<file path="config.mk">
export PLATFORM = sky130hd
export DESIGN_NAME = uart_tx_arbiter
export DESIGN_NICKNAME = d
export VERILOG_FILES = /design/src/rtl/uart_tx_arbiter_pkg.sv /design/src/rtl/uart_tx_rr_arbiter.sv /design/src/rtl/uart_tx_arbiter.sv
export SDC_FILE = /design/constraint.sdc
export NUM_CORES = 1
export LEC_CHECK = 0
export ABC_AREA = 1
export CAP_MARGIN = 0
export CORE_MARGIN = 2
export CORE_UTILIZATION = 54
export CTS_BUF_LIST = sky130_fd_sc_hd__clkbuf_8
export DETAILED_ROUTE_END_ITERATION = 10
export PLACE_DENSITY = 0.89
export RECOVER_POWER = 50
export SYNTH_ARGS = -nofsm -noshare
export SYNTH_HDL_FRONTEND = slang
export SYNTH_SLANG_ARGS = --single-unit
export TNS_END_PERCENT = 20
</file>
<file path="constraint.sdc">
create_clock -name clk -period 2 [get_ports clk]
set_input_delay 0.3 -clock clk [delete_from_list [all_inputs] [get_ports clk]]
set_output_delay 0.3 -clock clk [all_outputs]
set_load 0.005 [all_outputs]
</file>
<file path="src/rtl/uart_tx_arbiter_pkg.sv">
// uart_tx_arbiter_pkg
// Shared definitions for the UART TX arbiter slice: sequencer state
// encoding, default payload width, requester-count limit and the
// round-robin pointer advance helper.
package uart_tx_arbiter_pkg;

  // Sequencer states; the encoding is fixed so that debug taps and
  // checkers can decode the state register directly.
  typedef enum logic [1:0] {
    ST_IDLE      = 2'b00,
    ST_ISSUE     = 2'b01,
    ST_WAIT_BUSY = 2'b10,
    ST_WAIT_DONE = 2'b11
  } arb_state_e;

  localparam int DATA_WIDTH_DEF = 8;
  localparam int MAX_NUM_REQ    = 4;
  // Index width covers the largest supported requester count.
  localparam int IDX_W          = $clog2(MAX_NUM_REQ);
  // Width of the tx_busy-rise timeout counter.
  localparam int CNT_W          = 3;

  // Pointer after a grant: one past the winner, wrapping at num_req.
  function automatic logic [IDX_W-1:0] rr_next_ptr(input logic [IDX_W-1:0] idx,
                                                    input int             num_req);
    int nxt;
    nxt = ((int'(idx) + 1) >= num_req) ? 0 : (int'(idx) + 1);
    return IDX_W'(nxt);
  endfunction

endpackage

</file>
<file path="src/rtl/uart_tx_rr_arbiter.sv">
// uart_tx_rr_arbiter
// Combinational requester selection. Each requester is ranked by its
// distance from the search pointer; the lowest-ranked active requester
// wins. With the pointer tied to zero this degenerates to fixed priority
// (lowest index wins), which is how the top uses it when round-robin is
// not built in.
//
// Ports:
//   req        in   NUM_REQ  active request vector
//   ptr        in   IDX_W    index that gets highest priority
//   grant      out  NUM_REQ  one-hot winner (all zero if no request)
//   grant_idx  out  IDX_W    binary index of the winner
//   any        out  1        at least one request active
module uart_tx_rr_arbiter
  import uart_tx_arbiter_pkg::*;
#(
  parameter int NUM_REQ = 2
) (
  input  logic [NUM_REQ-1:0] req,
  input  logic [IDX_W-1:0]   ptr,
  output logic [NUM_REQ-1:0] grant,
  output logic [IDX_W-1:0]   grant_idx,
  output logic               any
);

  int   rank_s;
  int   best_rank_s;
  logic hit_s;

  // Pick the active requester closest to the pointer, then decode it one-hot.
  always_comb begin
    grant       = '0;
    grant_idx   = '0;
    any         = 1'b0;
    rank_s      = 0;
    best_rank_s = NUM_REQ;
    hit_s       = 1'b0;
    for (int j = 0; j < NUM_REQ; j++) begin
      // The pointer is always below NUM_REQ, so the rank is never negative.
      rank_s      = (j + NUM_REQ - int'(ptr)) % NUM_REQ;
      hit_s       = req[j] && (rank_s < best_rank_s);
      best_rank_s = hit_s ? rank_s : best_rank_s;
      grant_idx   = hit_s ? IDX_W'(j) : grant_idx;
      any         = any | hit_s;
    end
    for (int j = 0; j < NUM_REQ; j++) begin
      grant[j] = any && (grant_idx == IDX_W'(j));
    end
  end

endmodule

</file>
<file path="src/rtl/uart_tx_arbiter.sv">
// uart_tx_arbiter
// Shares one UART transmitter between NUM_REQ requesters. A request of one
// or two bytes is latched and acknowledged on grant, then its bytes are fed
// to the UART TX low byte first through the tx_data_valid / tx_busy
// handshake. If tx_busy does not rise within BUSY_TIMEOUT cycles of an issue
// pulse the same byte is issued again.
//
// Build option: define UART_TX_ARB_RR_EN for round-robin arbitration;
// without it the lowest requester index always wins.
//
// Ports:
//   clk            in   1                     UART TX domain clock
//   rst            in   1                     asynchronous reset, active low
//   req_valid      in   NUM_REQ               per-requester request, held until acked
//   req_data       in   NUM_REQ*2*DATA_WIDTH  payload i at [i*2*DATA_WIDTH +: 2*DATA_WIDTH]
//   req_two_byte   in   NUM_REQ               1 = send both bytes, 0 = low byte only
//   req_ack        out  NUM_REQ               one-cycle pulse when request is latched
//   tx_busy        in   1                     UART TX busy
//   tx_data_valid  out  1                     one-cycle issue pulse to UART TX
//   tx_p_data      out  DATA_WIDTH            byte presented to UART TX
//   arb_busy       out  1                     grant until final byte completes
//   grant_id       out  2                     current / last granted requester
module uart_tx_arbiter
  import uart_tx_arbiter_pkg::*;
#(
  parameter int NUM_REQ      = 2,
  parameter int DATA_WIDTH   = DATA_WIDTH_DEF,
  parameter int BUSY_TIMEOUT = 7
) (
  input  logic                            clk,
  input  logic                            rst,
  input  logic [NUM_REQ-1:0]              req_valid,
  input  logic [NUM_REQ*2*DATA_WIDTH-1:0] req_data,
  input  logic [NUM_REQ-1:0]              req_two_byte,
  output logic [NUM_REQ-1:0]              req_ack,
  input  logic                            tx_busy,
  output logic                            tx_data_valid,
  output logic [DATA_WIDTH-1:0]           tx_p_data,
  output logic                            arb_busy,
  output logic [IDX_W-1:0]                grant_id
);

  localparam int               PW      = 2 * DATA_WIDTH;
  // Last count value spent in WAIT_BUSY before giving up on tx_busy.
  localparam logic [CNT_W-1:0] TO_LAST = CNT_W'(BUSY_TIMEOUT - 1);

  arb_state_e         state_r, state_nxt_s;
  logic [PW-1:0]      data_r, data_nxt_s;
  logic               two_byte_r, two_byte_nxt_s;
  logic               byte_sel_r, byte_sel_nxt_s;
  logic [CNT_W-1:0]   cnt_r, cnt_nxt_s;
  logic [NUM_REQ-1:0] ack_nxt_s;
  logic               dv_nxt_s;
  logic [DATA_WIDTH-1:0] pdata_nxt_s;
  logic               abusy_nxt_s;
  logic [IDX_W-1:0]   gid_nxt_s;

  logic [IDX_W-1:0]   ptr_s;
  logic [NUM_REQ-1:0] grant_s;
  logic [IDX_W-1:0]   grant_idx_s;
  logic               any_s;
  logic [PW-1:0]      win_data_s;
  logic               win_two_s;
  logic [DATA_WIDTH-1:0] cur_byte_s;

`ifdef UART_TX_ARB_RR_EN
  logic [IDX_W-1:0] ptr_r;

  // Round-robin pointer: moves one past each winner at grant time.
  always_ff @(posedge clk or negedge rst) begin
    if (!rst) begin
      ptr_r <= '0;
    end else if ((state_r == ST_IDLE) && any_s) begin
      ptr_r <= rr_next_ptr(grant_idx_s, NUM_REQ);
    end else begin
      ptr_r <= ptr_r;
    end
  end

  assign ptr_s = ptr_r;
`else
  assign ptr_s = '0;
`endif

  uart_tx_rr_arbiter #(
    .NUM_REQ (NUM_REQ)
  ) u_arb (
    .req       (req_valid),
    .ptr       (ptr_s),
    .grant     (grant_s),
    .grant_idx (grant_idx_s),
    .any       (any_s)
  );

  // Payload and length flag of the winning requester (one-hot mux).
  always_comb begin
    win_data_s = '0;
    for (int i = 0; i < NUM_REQ; i++) begin
      win_data_s = win_data_s | ({PW{grant_s[i]}} & req_data[i*PW +: PW]);
    end
  end

  assign win_two_s  = |(req_two_byte & grant_s);
  assign cur_byte_s = byte_sel_r ? data_r[PW-1:DATA_WIDTH] : data_r[DATA_WIDTH-1:0];

  // Sequencer next state and next values of all registered outputs.
  always_comb begin
    state_nxt_s    = state_r;
    data_nxt_s     = data_r;
    two_byte_nxt_s = two_byte_r;
    byte_sel_nxt_s = byte_sel_r;
    cnt_nxt_s      = cnt_r;
    ack_nxt_s      = '0;
    dv_nxt_s       = 1'b0;
    pdata_nxt_s    = tx_p_data;
    abusy_nxt_s    = arb_busy;
    gid_nxt_s      = grant_id;

    case (state_r)
      ST_IDLE: begin
        if (any_s) begin
          data_nxt_s     = win_data_s;
          two_byte_nxt_s = win_two_s;
          byte_sel_nxt_s = 1'b0;
          ack_nxt_s      = grant_s;
          gid_nxt_s      = grant_idx_s;
          abusy_nxt_s    = 1'b1;
          // Issue the low byte together with the ack when the UART is free,
          // so ack and the first issue pulse land in the same cycle.
          if (!tx_busy) begin
            dv_nxt_s    = 1'b1;
            pdata_nxt_s = win_data_s[DATA_WIDTH-1:0];
            cnt_nxt_s   = '0;
            state_nxt_s = ST_WAIT_BUSY;
          end else begin
            state_nxt_s = ST_ISSUE;
          end
        end else begin
          state_nxt_s = ST_IDLE;
        end
      end

      ST_ISSUE: begin
        if (!tx_busy) begin
          dv_nxt_s    = 1'b1;
          pdata_nxt_s = cur_byte_s;
          cnt_nxt_s   = '0;
          state_nxt_s = ST_WAIT_BUSY;
        end else begin
          state_nxt_s = ST_ISSUE;
        end
      end

      ST_WAIT_BUSY: begin
        if (tx_busy) begin
          state_nxt_s = ST_WAIT_DONE;
        end else if (cnt_r == TO_LAST) begin
          // UART never acknowledged the pulse: issue the same byte again.
          state_nxt_s = ST_ISSUE;
        end else begin
          cnt_nxt_s = cnt_r + CNT_W'(1);
        end
      end

      ST_WAIT_DONE: begin
        if (!tx_busy) begin
          if (two_byte_r && !byte_sel_r) begin
            // UART is already idle here, so the high byte goes out directly.
            byte_sel_nxt_s = 1'b1;
            dv_nxt_s       = 1'b1;
            pdata_nxt_s    = data_r[PW-1:DATA_WIDTH];
            cnt_nxt_s      = '0;
            state_nxt_s    = ST_WAIT_BUSY;
          end else begin
            abusy_nxt_s = 1'b0;
            state_nxt_s = ST_IDLE;
          end
        end else begin
          state_nxt_s = ST_WAIT_DONE;
        end
      end

      default: begin
        abusy_nxt_s = 1'b0;
        state_nxt_s = ST_IDLE;
      end
    endcase
  end

  // State, latched request and output registers.
  always_ff @(posedge clk or negedge rst) begin
    if (!rst) begin
      state_r       <= ST_IDLE;
      data_r        <= '0;
      two_byte_r    <= 1'b0;
      byte_sel_r    <= 1'b0;
      cnt_r         <= '0;
      req_ack       <= '0;
      tx_data_valid <= 1'b0;
      tx_p_data     <= '0;
      arb_busy      <= 1'b0;
      grant_id      <= '0;
    end else begin
      state_r       <= state_nxt_s;
      data_r        <= data_nxt_s;
      two_byte_r    <= two_byte_nxt_s;
      byte_sel_r    <= byte_sel_nxt_s;
      cnt_r         <= cnt_nxt_s;
      req_ack       <= ack_nxt_s;
      tx_data_valid <= dv_nxt_s;
      tx_p_data     <= pdata_nxt_s;
      arb_busy      <= abusy_nxt_s;
      grant_id      <= gid_nxt_s;
    end
  end

endmodule

</file>
* Yosys cells after proc, flatten, opt, wreduce, memory -nomap -nowiden
Cells that the tools add are included.
** Storage, ports and cells
- Logic and storage cells :: 84
- Bits in registers :: 37
- Bits of input ports :: 39
** Operators by class
- Reductions and logical operators :: 15
- $add $sub $neg :: 1
- Muxes and demuxes :: 38
- Bitwise logic cells :: 5
- Equal/unequal tests :: 14
- Order comparisons :: 1
** Operators by type and width (count)
- $mux 8 :: 6
- $and 16x16->16 :: 2
- $lt 2x32->1 const A :: 1
- $pmux 8 s3 :: 1
- $mux 2 :: 9
- $mux 3 :: 6
- $ne 2x2->1 const B :: 8
- $or 16x16->16 :: 1
- $pmux 3 s4 :: 1
- $mux 1 :: 11
- $pmux 2 s4 :: 1
- $reduce_and 4->1 :: 2
- $reduce_and 6->1 :: 1
- $reduce_and 5->1 :: 1
- $eq 2x2->1 const B :: 2
- $logic_and 1x1->1 :: 4
- $logic_not 2->1 :: 2
- $pmux 1 s2 :: 2
- $add 3x1->3 const B :: 1
- $eq 3x3->1 const B :: 1
- $ne 3x3->1 const B :: 1
- $pmux 1 s3 :: 1
- $reduce_bool 3->1 :: 1
- $and 2x2->2 :: 1
- other kinds (7) :: 7

* Depth between registers and ports, before layout
Gate-level depths: netlist (run 1).
- Depth after elaboration :: 11
- Depth in mapped cells :: 10
- Gate-level depth less buffers :: 8

* Modules after synthesis
Synthesis (run 1) repeated with hierarchy kept, for this count alone.
** Unflattened totals
- Cells, all modules :: 267
- Area total of the unflattened synthesis :: 1941.9 um^2
** By module, submodules not included
- uart_tx_arbiter :: instances 1, area an instance 1881.8 um^2, seq. area each 925.9 um^2, cells an instance 254
- uart_tx_rr_arbiter :: instances 1, area an instance 60.1 um^2, seq. area each 0.0 um^2, cells an instance 13

* Worst setup path before layout (run 1)
No wires, ideal clock.
- Kind :: register to register
- Start point :: reg cnt_r[0]
- End point :: reg cnt_r[1]
- Data required time :: 1.935 ns
- Cell stages (with the launch flop) :: 9
- Data arrival time :: 1.149 ns
- Period minus slack after synthesis :: 1.214 ns
- Path slack :: 0.786 ns
- Cell sequence :: dfrtp_1 inv_1 ha_1 nand2_1 nand2_1 nor2_1 inv_2 or2_0 nand2_1
** Between the ends
- Word-level cells in the longest chain between the ends :: 4
- Elaborated cells between the ends (all ways) :: 7
** RTL lines
- start, declared :: RTL line uart_tx_arbiter.sv:51 : logic [CNT_W-1:0] cnt_r, cnt_nxt_s;
- start signal, assigned :: RTL line uart_tx_arbiter.sv:208 : cnt_r <= cnt_nxt_s;
- $add 3x1->3 :: RTL line uart_tx_arbiter.sv:161 : cnt_nxt_s = cnt_r + CNT_W'(1);
- $mux 3 :: RTL line uart_tx_arbiter.sv:157 : end else if (cnt_r == TO_LAST) begin
- $mux 3 :: RTL line uart_tx_arbiter.sv:155 : if (tx_busy) begin
- $pmux 3 s4 :: RTL line uart_tx_arbiter.sv:119 : case (state_r)
Several ways; a longest one is shown, not always the timed one. The select of a mux whose other input is x is not followed.
A chain may end at the register's enable or synchronous reset.

* Worst setup path in the final report (run 1)
- Start point :: in req_valid[1]
- End point :: reg tx_p_data[1]
** Between the ends
- Word-level cells in the longest chain between the ends :: 9
- Elaborated cells between the ends (all ways) :: 15
** RTL lines
- start, declared :: RTL line uart_tx_arbiter.sv:32 : input logic [NUM_REQ-1:0] req_valid,
- $logic_and 1x1->1 (*) :: RTL line uart_tx_rr_arbiter.sv:41 : hit_s = req[j] && (rank_s < best_rank_s);
- $mux 1 :: RTL line uart_tx_rr_arbiter.sv:43 : grant_idx = hit_s ? IDX_W'(j) : grant_idx;
- $logic_not 2->1 or $eq 1x1->1 (tied branches) :: RTL line uart_tx_rr_arbiter.sv:47 : grant[j] = any && (grant_idx == IDX_W'(j));
- $logic_and 1x1->1 :: RTL line uart_tx_rr_arbiter.sv:47
- $and 16x16->16 :: RTL line uart_tx_arbiter.sv:99 : win_data_s = win_data_s | ({PW{grant_s[i]}} & req_data[i*PW +: PW]);
- $or 16x16->16 :: RTL line uart_tx_arbiter.sv:99
- $mux 8 :: RTL line uart_tx_arbiter.sv:130 : if (!tx_busy) begin
- $mux 8 :: RTL line uart_tx_arbiter.sv:121 : if (any_s) begin
- $pmux 8 s3 :: RTL line uart_tx_arbiter.sv:119
- end signal, assigned :: RTL line uart_tx_arbiter.sv:211 : tx_p_data <= pdata_nxt_s;
- end, declared :: RTL line uart_tx_arbiter.sv:38 : output logic [DATA_WIDTH-1:0] tx_p_data,
Every way passes the cells marked *; elsewhere a longest branch is shown, timed or not. The select of a mux whose other input is x is not followed.

==> results of run 1 <==
==> cell families after synthesis <==
group / after synthesis / synth area share, %
AOI/OAI and AO/OA: 27 / 7.66
buffers and inverters: 26 / 7.09
adders and majority gates: 2 / 1.28
xor gates and xnor gates: 1 / 0.447
DFF: 36 / 46.0
and+or+nand+nor: 171 / 37.4
other: 1 / 0.191
==> cell usage in the layout, fill, tap and decap left out, drive strengths merged <==
cell type      synthesis  final
nand2                119    119
clkdlybuf4s50          0     47
dfrtp                 36     36
nor2                  26     26
nand3                 19     19
inv                   16     17
a31oi                 12     12
o21ai                 12     12
clkbuf                 0      6
buf                   10      5
nand4                  4      4
dlygate4sd3            0      4
a21oi                  3      3
or2                    3      3
ha                     2      2
xor2                   1      1
conb                   1      1
clkinv                 0      1
bufinv                 0      1
==> registers in the layout (all words and copies together), names as in the netlist <==
name / flops
data_r: 16
tx_p_data: 8
cnt_r: 3
req_ack: 2
state_r: 2
arb_busy: 1
byte_sel_r: 1
grant_id: 1
two_byte_r: 1
tx_data_valid: 1
==> routing by layer <==
| layer | up-vias | global-route usage, % |
|---|---|---|
| li1 | 947 | - |
| met1 | 832 | 32.1 |
| met2 | 71 | 40.9 |
| met3 | 11 | 5.46 |
| met4 | 0 | 11.7 |
| met5 | - | 0 |
==> area by class of cell <==
| class | count | area (um2) |
|---|---|---|
| inverters | 16 | 62.6 |
| repair buffers | 57 | 553 |
| fillers | 275 | 820 |
| well taps | 46 | 57.6 |
| flip-flops and latches | 36 | 901 |
| multi-input cells | 202 | 915 |
| clock inverters | 3 | 38.8 |
| clock buffers | 5 | 68.8 |
==> worst min-delay path, cell delays in order, from the launching register on <==
cell and delay (ns):
dfrtp_1 0.34, nand2_1 0.05, nand2_1 0.05
==> power by group <==
| group | total [mW] | switching [mW] | internal, mW | leakage, nW |
|---|---|---|---|---|
| clock | 0.616 | 0.252 | 0.364 | 0.0593 |
| combinational | 1.47 | 0.834 | 0.637 | 0.770 |
| sequential | 1.28 | 0.236 | 1.05 | 0.444 |
==> path summary, 6_finish.rpt <==
check	to	slack, ns	cells after the start	from
max	tx_p_data[1]	0.38	6	req_valid[1]
max in group asynchronous	data_r[9]	0.83	2	rst
max reg2reg	grant_id[0]	0.38	7	state_r[0]
min	tx_p_data[4]	0.48	2	tx_p_data[4]
min reg2reg	tx_p_data[4]	0.48	2	tx_p_data[4]
min in group asynchronous	data_r[3]	0.64	2	rst
==> through the flow <==
stage / power (mW) / instances / util, % / hold WS (ns) / cell area [um2]
detailed placement: 2.75 / 357 / 73.1 / 0.466 / 2500
CTS: 3.39 / 365 / 76.2 / 0.439 / 2600
floorplan: 2.26 / 264 / - / 0.00441 / 1960
global placement: 2.70 / 357 / 73.1 / 0.463 / 2500
global route: 3.67 / 365 / 76.0 / 0.499 / 2600
finish: 3.37 / 365 / 76.0 / 0.477 / 2600
==> flow_summary.json, run 1 <==
{
  "synth_commonest_cells": "nand2_1, dfrtp_1, nor2_1",
  "tns_ns": 0,
  "vias": 1861,
  "synth_edf_count": 0,
  "ys.flop_type": "dfrtp_1",
  "gp_congestion": 0.847,
  "cts-resized-gates": 0,
  "num-nets-final": 359,
  "ys_seq_area_share_pct": 46.0,
  "core_region_area_um2": 3420,
  "ir_worst_vdd_uv": 603,
  "worstPathCellList": "dlygate4sd3_1 -> nor2_4 -> nand2_1 -> nand4_1 -> nand2_1 -> nand2_1",
  "dieArea_um2": 4130,
  "syn_area_per_cell_um2": 7.42,
  "pre_cts_ws_ns": 0.175,
  "hpwl_mm": 3.35,
  "grt.total_usage_pct": 25.2,
  "dr.max_layer_used": "met4",
  "rows": 21,
  "diodes": 0,
  "cp-end-kind": "flip-flop",
  "start_util_pct": 57.4,
  "crit_family": "simple AND/OR/NAND/NOR gates",
  "wl_met1_mm": 1.95,
  "fin_crit_sh_pct": 81.1,
  "cts_setup_buffers": 0,
  "worstPathMaxFanout": 8,
  "dr.pass1.iters": 4,
  "htreeDepth": 2,
  "syn-num-nets": 305,
  "ys_ff_latch": 36,
  "arrival_ns": 1.80,
  "cts_buffers": 5,
  "postCtsHoldBufs": 0,
  "cts.sinks": 36,
  "synth_cell_types": 25,
  "period_minus_slack_ns": 1.62,
  "grt_max_degree": 37,
  "setup_violations": 0,
  "maxCapViolations": 0,
  "p_leak_nw": 1.27,
  "port_buffers": 51,
  "drc_errors": 0,
  "routed_via_density": 5.10,
  "antenna_found_initial": 0,
  "drive_gt1_share_pct": 8.78,
  "fmax_mhz": 616,
  "dr.first_iter.drc_count": 153,
  "synth.top_cell.area_share_pct": 46.0,
  "ys_top_cells_by_area": "dfrtp_1, nand2_1, nand3_1",
  "cts_tree": "built",
  "die_w_um": 64.2,
  "critPathRequiredTime_ns": 2.18,
  "hold_path.class": "reg2reg",
  "dr_wl_met2_mm": 2.24,
  "clk_pin_slew_ns": 0.07,
  "grt_pass1_wl_mm": 7.94,
  "grt_setup_unrepaired": "false",
  "crit_path_max_incr_delay_ns": 0.75,
  "worstMarginPinSlew_ns": 0.839,
  "grt_pass1_vias": 1758,
  "synth_warnings": 0,
  "syn_area_um2": 1960,
  "drt_wl_total_mm": 4.61,
  "critPathBufInv": 1,
  "wl_met3_um": 320,
  "finalHoldViolations": 0,
  "setup_ws_ns": 0.378,
  "async_flop_share_pct": 100,
  "slew_headroom_pct": 44.0,
  "wl_per_cell_um": 12.6,
  "fin_skew_ns": 0.00434,
  "crit_slowest_cell": "dlygate4sd3_1",
  "clk_path_buf_depth": 2,
  "cp_common_cell": "nand2_1",
  "die_h_um": 64.2,
  "start_kind": "input pin",
  "ant_nets": 0,
  "powerDensity_nw_per_um2": 1300,
  "boundaryPins": 53,
  "insertion_delay_ns": 0.29,
  "synthCells": 264,
  "status": "finished, final reports clean",
  "overflow": 0,
  "drv_slew": 0,
  "syn2layout_area_growth_pct": 32.5,
  "synth_top_cell_by_area": "dfrtp_1",
  "path_class": "in2reg",
  "cts_root_buf": "clkbuf_8",
  "synth.most_common_cell": "nand2_1"
}
No activity file was read; power rests on OpenSTA's default activity.
==> run 2, diff against run 1 <==
--- a/config.mk
+++ b/config.mk
@@ -8,10 +8,10 @@
 export ABC_AREA = 1
 export CAP_MARGIN = 0
 export CORE_MARGIN = 2
-export CORE_UTILIZATION = 54
+export CORE_UTILIZATION = 45
 export CTS_BUF_LIST = sky130_fd_sc_hd__clkbuf_8
 export DETAILED_ROUTE_END_ITERATION = 10
-export PLACE_DENSITY = 0.89
+export PLACE_DENSITY = 0.79
 export RECOVER_POWER = 50
 export SYNTH_ARGS = -nofsm -noshare
 export SYNTH_HDL_FRONTEND = slang
==> constraint.sdc (replaced) <==
create_clock -name clk -period 1.35 [get_ports clk]
set_input_delay 0.2025 -clock clk [delete_from_list [all_inputs] [get_ports clk]]
set_output_delay 0.2025 -clock clk [all_outputs]
set_load 0.005 [all_outputs]
==> run 2 against run 1 <==
  * Sequential cell count did not move
  * Register-to-register slack worse by 0.33 ns
  * Worst setup slack got worse by 0.34 ns
  * Via count grew 5.3%
  * Cell area up 11%
  * Routed wire length is 5.7% higher
  * Die area grew 19%
  * Cell count up 8.5%
  * Clock skew is 0.0016 ns lower
  * Global-route usage shrank 3.8 points
  * Clock power is 37% higher
  * Highest routed layer unchanged
  * Power up 59%
==> flow_summary.json, run 2 (synthesized netlist as in run 1, its figures left out) <==
{
  "dr.first_iter.drc_count": 116,
  "min_to": "data_r[15]",
  "hpwl_mm": 3.68,
  "whs_ns": 0.467,
  "grt_max_degree": 37,
  "worstMarginPinSlew_ns": 0.877,
  "drive_gt1_share_pct": 18.2,
  "cp-end-kind": "output pin",
  "wl_met1_mm": 2.16,
  "insertion_delay_ns": 0.29,
  "reg2reg_depth": 6,
  "diodes": 0,
  "crit_path_max_incr_delay_ns": 0.49,
  "worstPathCellList": "clkdlybuf4s50_1",
  "core_region_area_um2": 4090,
  "final_cell_mix": "nand2_1, clkdlybuf4s50_1, dfrtp_1",
  "critPathRequiredTime_ns": 1.15,
  "start_kind": "flip-flop",
  "setup_ws_ns": 0.0424,
  "grt_pass1_wl_mm": 8.32,
  "fin_skew_ns": 0.00277,
  "finalHoldViolations": 0,
  "antenna_found_initial": 0,
  "reg2reg_to": "data_r[12]",
  "dieArea_um2": 4900,
  "clk_path_buf_depth": 2,
  "timing.rr.start": "state_r[0]",
  "hold_depth": 3,
  "cts.sinks": 36,
  "port_buffers": 51,
  "ir_worst_vdd_uv": 970,
  "wl_met3_um": 260,
  "gp_congestion": 0.879,
  "top_regs": "data_r: 16 flops, tx_p_data: 8 flops, cnt_r: 3 flops",
  "drc_errors": 0,
  "tns_ns": 0,
  "maxCapViolations": 0,
  "htreeDepth": 2,
  "grt.total_usage_pct": 21.4,
  "status": "finished, final reports clean",
  "rrSetupSlack_ns": 0.05,
  "regMostFlops": "data_r",
  "dr_wl_met2_mm": 2.39,
  "cts_root_buf": "clkbuf_8",
  "wl_per_cell_um": 12.3,
  "fin_util_pct": 70.3,
  "rows": 23,
  "drt_wl_total_mm": 4.88,
  "powerDensity_nw_per_um2": 1860,
  "grt_setup_unrepaired": "true",
  "placed_area_um2": 2690,
  "fmax_mhz": 765,
  "boundaryPins": 53,
  "largest_reg_flops": 16,
  "layout_commonest_cell": "nand2_1",
  "setup_violations": 0,
  "p_leak_nw": 1.55,
  "crit_slowest_cell": "clkdlybuf4s50_1",
  "period_minus_slack_ns": 1.31,
  "slew_headroom_pct": 41.5,
  "vias": 1959,
  "num-nets-final": 387,
  "ant_nets": 0,
  "start_util_pct": 47.9,
  "drv_slew": 0,
  "dr.max_layer_used": "met4",
  "dr.pass1.iters": 4,
  "cts_tree": "built",
  "grt_pass1_vias": 1842,
  "routed_via_density": 4.95,
  "hold_start": "req_data[31]",
  "overflow": 0,
  "fin_crit_sh_pct": 96.9,
  "path_class": "reg2out",
  "arrival_ns": 1.11,
  "hold_path.class": "in2reg",
  "pre_cts_ws_ns": -0.189,
  "critPathBufInv": 1,
  "clk_pin_slew_ns": 0.07,
  "syn2layout_area_growth_pct": 46.6,
  "die_w_um": 70.0,
  "die_h_um": 70.0,
  "worstPathMaxFanout": 1,
  "critPathLaunch": "tx_data_valid",
  "final_area_um2": 2870,
  "crit_family": "buffers and inverters",
  "cts_buffers": 5
}
==> run 2: power breakdown <==
part           switching, mW  total, mW  leakage, nW  internal (mW)
Clock                  0.387      0.841       0.0503          0.454
Sequential             0.294       1.85        0.442           1.56
Combinational           1.38       2.66         1.06           1.28
Total                   2.06       5.35         1.55           3.29
==> run 2: layer usage <==
layer / track usage (%) / vias up
li1: - / 997
met1: 28.3 / 898
met2: 34.6 / 58
met3: 4.91 / 6
met4: 7.05 / 0
met5: 0 / -
==> run 2: repair_timing <==
action                                  4_1_cts  5_1_grt
setup buffers                                 1        5
hold endpoints to repair                      0        0
endpoints found under the setup margin        4       29
hold buffers                                  0        0
resized for setup                             4       18
==> run 2: stage by stage <==
stage	instances	power (mW)
after floorplan	264	3.34
after global placement	383	4.28
after detailed placement	383	4.37
after CTS	391	5.21
after global routing	396	5.79
final	396	5.35
==> run 2: final cells by class <==
class	instances	area [um2]
Fill cell	329	1210
Multi-Input combinational cell	202	932
Sequential cell	36	903
Timing Repair Buffer	85	816
Clock buffer	7	96.3
Inverter	16	62.6
Tap cell	50	62.6
==> run 2: how the worst max path moves through the flow <==
stage                     to  depth (start not counted)
6_report       tx_data_valid                          1
5_1_grt           data_r[11]                          6
4_1_cts         tx_p_data[0]                          1
3_5_place_dp        cnt_r[1]                          8
3_3_place_gp    tx_p_data[1]                          7
2_1_floorplan       cnt_r[1]                          8
